[src/rtl/lsu_mem_port.sv]
// Load/store unit bridging the core memory stage to a word-only 256x32 data memory.
// Byte/halfword stores use read-modify-write; define MISALIGN_TRAP_EN to fault on misaligned H/W accesses.
module lsu_mem_port (
  input  logic        clk_i,
  input  logic        rst_i,
  input  logic        req_valid_i,
  output logic        req_ready_o,
  input  logic        req_we_i,
  input  logic [2:0]  req_funct3_i,
  input  logic [31:0] req_addr_i,
  input  logic [31:0] req_wdata_i,
  output logic        resp_valid_o,
  output logic [31:0] resp_rdata_o,
  output logic        resp_fault_o,
  output logic        mem_WE_o,
  output logic [31:0] mem_Address_o,
  output logic [31:0] mem_WD_o,
  input  logic [31:0] mem_RD_i
);

  typedef enum logic [2:0] {S_IDLE, S_LOAD, S_MERGE, S_WRITE, S_FAULT} state_e;

  state_e      state_q, state_d;
  logic [31:0] addr_q, wdata_q, merged_q, merged_d, ld_data, rd_shift;
  logic [2:0]  f3_q;
  logic        accept, f3_bad, misalign;
  logic [7:0]  ld_byte;
  logic [15:0] ld_half;

  assign accept = req_valid_i && (state_q == S_IDLE);

  // Unsigned variants only exist for loads; 011 and 11x are unused encodings.
  assign f3_bad = (req_funct3_i == 3'b011) || (req_funct3_i[2:1] == 2'b11) ||
                  (req_funct3_i[2] && req_we_i);

`ifdef MISALIGN_TRAP_EN
  assign misalign = ((req_funct3_i[1:0] == 2'b01) && req_addr_i[0]) ||
                    ((req_funct3_i[1:0] == 2'b10) && (req_addr_i[1:0] != 2'b00));
`else
  assign misalign = 1'b0;
`endif

  always_comb begin
    state_d = state_q;
    case (state_q)
      S_IDLE: begin
        if (accept) begin
          if (f3_bad || misalign)               state_d = S_FAULT;
          else if (!req_we_i)                   state_d = S_LOAD;
          else if (req_funct3_i[1:0] == 2'b10)  state_d = S_WRITE;
          else                                  state_d = S_MERGE;
        end
      end
      S_MERGE: state_d = S_WRITE;
      default: state_d = S_IDLE;
    endcase
  end

  always_ff @(posedge clk_i or posedge rst_i) begin
    if (rst_i) begin
      state_q  <= S_IDLE;
      addr_q   <= '0;
      wdata_q  <= '0;
      f3_q     <= '0;
      merged_q <= '0;
    end else begin
      state_q <= state_d;
      if (accept) begin
        addr_q  <= req_addr_i;
        wdata_q <= req_wdata_i;
        f3_q    <= req_funct3_i;
      end
      if (state_q == S_MERGE) merged_q <= merged_d;
    end
  end

  // Load extraction from the latched word.
  always_comb begin
    rd_shift = mem_RD_i >> {addr_q[1:0], 3'b000};
    ld_byte  = rd_shift[7:0];
    ld_half  = addr_q[1] ? mem_RD_i[31:16] : mem_RD_i[15:0];
    case (f3_q[1:0])
      2'b00:   ld_data = {{24{~f3_q[2] & ld_byte[7]}}, ld_byte};
      2'b01:   ld_data = {{16{~f3_q[2] & ld_half[15]}}, ld_half};
      default: ld_data = mem_RD_i;
    endcase
  end

  always_comb begin
    merged_d = mem_RD_i;
    if (f3_q[1:0] == 2'b00) merged_d[{addr_q[1:0], 3'b000} +: 8] = wdata_q[7:0];
    else                    merged_d[{addr_q[1], 4'b0000} +: 16] = wdata_q[15:0];
  end

  always_comb begin
    req_ready_o   = (state_q == S_IDLE);
    resp_valid_o  = 1'b0;
    resp_rdata_o  = '0;
    resp_fault_o  = 1'b0;
    mem_WE_o      = 1'b0;
    mem_WD_o      = '0;
    mem_Address_o = (state_q == S_IDLE) ? 32'h0 : {addr_q[31:2], 2'b00};
    case (state_q)
      S_LOAD: begin
        resp_valid_o = 1'b1;
        resp_rdata_o = ld_data;
      end
      S_WRITE: begin
        resp_valid_o = 1'b1;
        mem_WE_o     = 1'b1;
        mem_WD_o     = (f3_q[1:0] == 2'b10) ? wdata_q : merged_q;
      end
      S_FAULT: begin
        resp_valid_o = 1'b1;
        resp_fault_o = 1'b1;
      end
      default: ;
    endcase
  end

endmodule

[config.mk]
export PLATFORM = sky130hd
export DESIGN_NAME = lsu_mem_port
export DESIGN_NICKNAME = d
export VERILOG_FILES = /design/src/rtl/lsu_mem_port.sv
export SDC_FILE = /design/constraint.sdc
export NUM_CORES = 1
export LEC_CHECK = 0
export ABC_CLOCK_PERIOD_IN_PS = 4700
export BUFFER_PORTS_ARGS = -buffer_cell sky130_fd_sc_hd__buf_2
export CAP_MARGIN = 20
export CORE_MARGIN = 1.5
export CORE_UTILIZATION = 46
export DETAILED_ROUTE_END_ITERATION = 10
export PLACE_DENSITY_LB_ADDON = 0.25
export SYNTH_ARGS = -nofsm -noshare
export SYNTH_HDL_FRONTEND = slang
export SYNTH_SLANG_ARGS = --single-unit
[constraint.sdc]
create_clock -name clk_i -period 4.7 [get_ports clk_i]
set_input_delay 1.41 -clock clk_i [delete_from_list [all_inputs] [get_ports clk_i]]
set_output_delay 1.41 -clock clk_i [all_outputs]
set_load 0.005 [all_outputs]
**Yosys cells after proc, flatten, opt, wreduce, memory -nomap -nowiden**

Index checks and enable logic that the tools add are counted.

- Output and inout port bits: 100
- Word-level logic and storage cells: 49
- Bits of input ports: 103
- Register bits: 102

- Add/subtract/negate cells: 2
- Shift operators: 5
- Bitwise gates (word level): 3
- Reduce and logical (&&, ||, !) cells: 7
- Eq/ne operators: 10
- Multiplexer cells: 17

Operators with widths:

| operator | count |
|---|---|
| 2-to-1 mux 32 bit | 5 |
| bitwise mux 32 bit | 2 |
| case mux 32 bit (2 select lines) | 1 |
| variable shift 16 x 7 -> 32 bit, first input constant | 1 |
| variable shift 8 x 7 -> 32 bit, first input constant | 1 |
| variable part select 16 x 7 -> 32 bit | 1 |
| variable part select 8 x 7 -> 32 bit | 1 |
| right shift 32 x 5 -> 8 bit | 1 |
| 2-to-1 mux 16 bit | 1 |
| negator 5 -> 7 bit | 2 |
| == test 3 x 2 -> 1 bit, second input constant | 3 |
| == test 2 bit, second input constant | 3 |
| 2-to-1 mux 3 bit | 2 |
| case mux 3 bit (2 select lines) | 1 |
| 2-to-1 mux 1 bit | 4 |
| == test 3 x 1 -> 1 bit, second input constant | 1 |
| == test 3 bit, second input constant | 1 |
| zero test 3 bit | 1 |
| OR reduction 3 bit | 1 |
| AND 1 bit | 2 |
| == test 2 x 1 -> 1 bit, second input constant | 1 |
| logical AND 1 bit | 2 |
| zero test 2 bit | 1 |
| logical OR 1 bit | 2 |
| other kinds (3) | 3 |

**Logic depth before layout (Yosys ltp)**

- Word-level depth: 6
- Depth in mapped cells: 9
- Depth with buffers taken out: 6

**Worst setup path before layout**

OpenSTA, ideal clock, no wires.

- Path type: input to output
- Start: input mem_RD_i[31]
- End: output resp_rdata_o[20]
- Data arrival time: 2.383 ns
- Path buffers: 1
- Slack: 0.907 ns
- Data required time: 3.290 ns
- Stages: 5
- Cells stage by stage: mux2_2 > a22o_2 > o21ai_4 > buf_6 > nand2_1

- Longest elaborated chain between the ends: 4
- Elaborated cells between the ends (all ways): 6
- Classes of those cells: 1 x shift; 3 x mux; 2 x bitwise

RTL lines:

| what | line | text |
|---|---|---|
| start, declared | 18 | `input logic [31:0] mem_RD_i` |
| right shift 32 x 5 -> 8 bit / 2-to-1 mux 16 bit (equally long branches) | 79, 81 |  |
| AND 1 bit, on equally long branches | 83, 84 |  |
| case mux 32 bit (2 select lines) * | 82 | `case (f3_q[1:0])` |
| 2-to-1 mux 32 bit * | 103 | `case (state_q)` |
| end, declared | 13 | `output logic [31:0] resp_rdata_o,` |

Every way passes the cells marked *; elsewhere a longest branch is shown, timed or not.

**Worst setup path in the final report**

- Start: input mem_RD_i[23]
- End: output resp_rdata_o[31]

- Longest elaborated chain between the ends: 4

RTL lines:

| what | line | text |
|---|---|---|
| right shift 32 x 5 -> 8 bit | 79 | `rd_shift = mem_RD_i >> {addr_q[1:0], 3'b000};` |
| AND 1 bit | 83 | `2'b00: ld_data = {{24{~f3_q[2] & ld_byte[7]}}, ld_byte};` |
| case mux 32 bit (2 select lines) | 82 |  |
| 2-to-1 mux 32 bit | 103 |  |

No other way between the ends.

==> results.toml <==
[hold_path]
min_from = "merged_q[15]$_DFFE_PP0N_"
hp-class = "register to register"
holdPathStages = 2
min_delay_worst_endpoint = "merged_q[15]$_DFFE_PP0N_"

[layout]
nNetsFinal = 913
final_cell_mix = "buf_2 (200), nand2_1 (121), dfrtp_1 (101), mux2_2 (70), a21oi_1 (65)"
final_area_mm2 = 0.00756
layout-drive-gt1-share = 0.389
diodes = 0
fillers = 1186
area_delta_synth_final_pct = 22.4
final_common_cell = "buf_2"

[die]
die_area_mm2 = 0.0141
num_rows = 42
dieWidth_um = 119
coreArea_mm2 = 0.0132
start_util = 0.468
io_pins = 203
die_h_um = 119

[timing]
setup_viol = 0
hold_violations = 0
whs_ns = 0.499
fmax_ghz = 0.232
fin_tns_setup_ns = 0
clock_skew_ns = 0.00888
rsz0062_at_grt = "false"
tightest_slew_ns = 1.06
min_period_ns = 4.31
finalCritPeriodShare = 0.917
max-slew-margin-rel = 0.285
final_max_slew_viol_count = 0

[synth]
syn_area_per_cell_um2 = 9.66
seq_area_frac_synth = 0.413
synth-edff-count = 0
synthTopCellsByArea = "dfrtp_1 (41%), mux2_2 (13%), nand2_1 (7.4%)"
yosysTopAreaCell = "dfrtp_1"
netlist_area_mm2 = 0.00618
ys_ff_latch = 102
synth_flop_cell = "dfrtp_1"
syn_inst = 639
synth_cell_types = 47
synthDominantCellAreaShare = 0.413
ys_async_sr_fraction = 1.00
yosysWarnings = 0

[setup_path]
worstSetupEndpointType = "output pin"
cp_cell_sequence = "buf_2 > mux2_1 > a22o_2 > o21ai_4 > nand2_1 > buf_2"
r2r_start = "addr_q[1]$_DFFE_PP0P_"
worstPathMaxFanout = 16
rrSetupSlack_ns = 1.45
crit_path_start_kind = "input pin"
critPathMostFrequentCell = "buf_2"
worstRegToRegCells = 6
cp.arrival_ns = 2.90
crit_slowest_cell = "o21ai_4"
critical_path_class = "input pin to output pin"
critPathRequiredTime_ns = 3.29
critPathMaxStageDelay_ns = 0.45
r2r_end = "merged_q[0]$_DFFE_PP0N_"

[global_routing]
grt_start_max_net_pins = 68
grt_use_total = 0.273
gr-total-overflow = 0
grt_pass1_vias = 5740
grt_pass1_wl_um = 30200
grt_antenna_before_repair = 1

[clock_tree]
postCtsSetupRepairBufs = 0
numCtsBuffers = 9
cts_tree = "built"
cts_resized = 0
h-tree-depth = 3
cts.clk_slew.worst_paths_ns = 0.08
cts_root_buffer = "clkbuf_16"
max-clock-path-buffers = 2
cts_hold_buf = 0
cts_sinks = 102
insertion_delay_ns = 0.36

[route]
wl_um = 19500
drc = 0
ant_nets = 0
vias_per_cell = 5.92
drt-wirelength-per-cell_um = 19.7
dr.pass1.iters = 5
drt_iter0_markers = 517
num_vias = 5834

[placement]
placed_cell_area_mm2 = 0.00721
dp_hpwl_um = 13700
io_buffers = 200
place_congestion = 0.942

[power_and_ir_drop]
peakVddDrop_v = 0.000386
p_per_area_mw_per_mm2 = 648
leakagePower_uw = 0.00370

[flow_run]
maxCapViolCount = 0

[status]
outcome = "completed"
[routing by layer]
metal / global-route usage / part of all wire
met1: 0.345 / 0.41
met2: 0.439 / 0.47
met3: 0.0613 / 0.077
met4: 0.146 / 0.042
met5: 0 / 0.00057
[kinds of logic (layout without fill, tap and decap cells)]
logic type | count (synthesis) | in the layout | synth area share
and+or+nand+nor | 183 | 183 | 0.137
buffers and inverters | 79 | 249 | 0.0596
other | 1 | 2 | 0.000607
AOI/OAI and AO/OA | 167 | 167 | 0.199
DFF | 102 | 102 | 0.413
muxes | 102 | 102 | 0.180
adders and majority gates | 5 | 5 | 0.0101
[report_power, final]
group | switching (µW) | total, µW | internal, µW
combinational | 1290 | 2410 | 1120
sequential | 424 | 1730 | 1310
clock | 380 | 759 | 379
[cell usage after synthesis, drive strengths merged, types with 2 or more instances]
cell type	number
a222oi	7
dfrtp	102
o21ai	14
nor3	6
ha	5
a22o	32
nand3	2
inv	19
a221oi	10
nor2	14
a221o	31
mux2	71
buf	31
clkbuf	28
a21oi	66
mux2i	31
nand2	122
and4	2
nor2b	30
[worst max-delay path, delay by kind of cell]
family,cells,cell delay (ns)
and+or+nand+nor,1,0.15
AOI/OAI and AO/OA,2,0.72
buffers and inverters,2,0.30
muxes,1,0.31
[layout make-up]
type / instances / area [µm²] / share of cell area
multi-input cells: 459 / 3270 / 0.432
flip-flops and latches: 102 / 2550 / 0.338
repair buffers: 213 / 1140 / 0.151
clock buffers: 9 / 225 / 0.0298
well taps: 176 / 220 / 0.0291
inverters: 20 / 77.6 / 0.0103
clock inverters: 7 / 71.3 / 0.00944
[per-stage QoR]
stage | total power, µW | util | worst slack [ns] | instances
after floorplan | 3360 | - | 0.615 | 640
after global placement | 3990 | 0.546 | 0.445 | 967
after detailed placement | 4080 | 0.546 | 0.409 | 967
after CTS | 4860 | 0.569 | 0.409 | 983
after global routing | 5200 | 0.573 | 0.307 | 986
final | 4900 | 0.573 | 0.388 | 986
[state kept, by name, indices dropped and copies added, names as in the netlist]
register	count
state_q	3
addr_q	32
f3_q	3
merged_q	32
wdata_q	32
[worst max path at each step]
stage,start,end,depth (start not counted)
after floorplan,rst_i,addr_q[0]$_DFFE_PP0P_,1
after global placement,mem_RD_i[31],resp_rdata_o[31],6
after detailed placement,mem_RD_i[23],resp_rdata_o[31],6
after CTS,mem_RD_i[23],resp_rdata_o[31],6
after global routing,mem_RD_i[23],resp_rdata_o[31],6
final,mem_RD_i[23],resp_rdata_o[31],6
No activity file was read; power rests on OpenSTA's default activity.
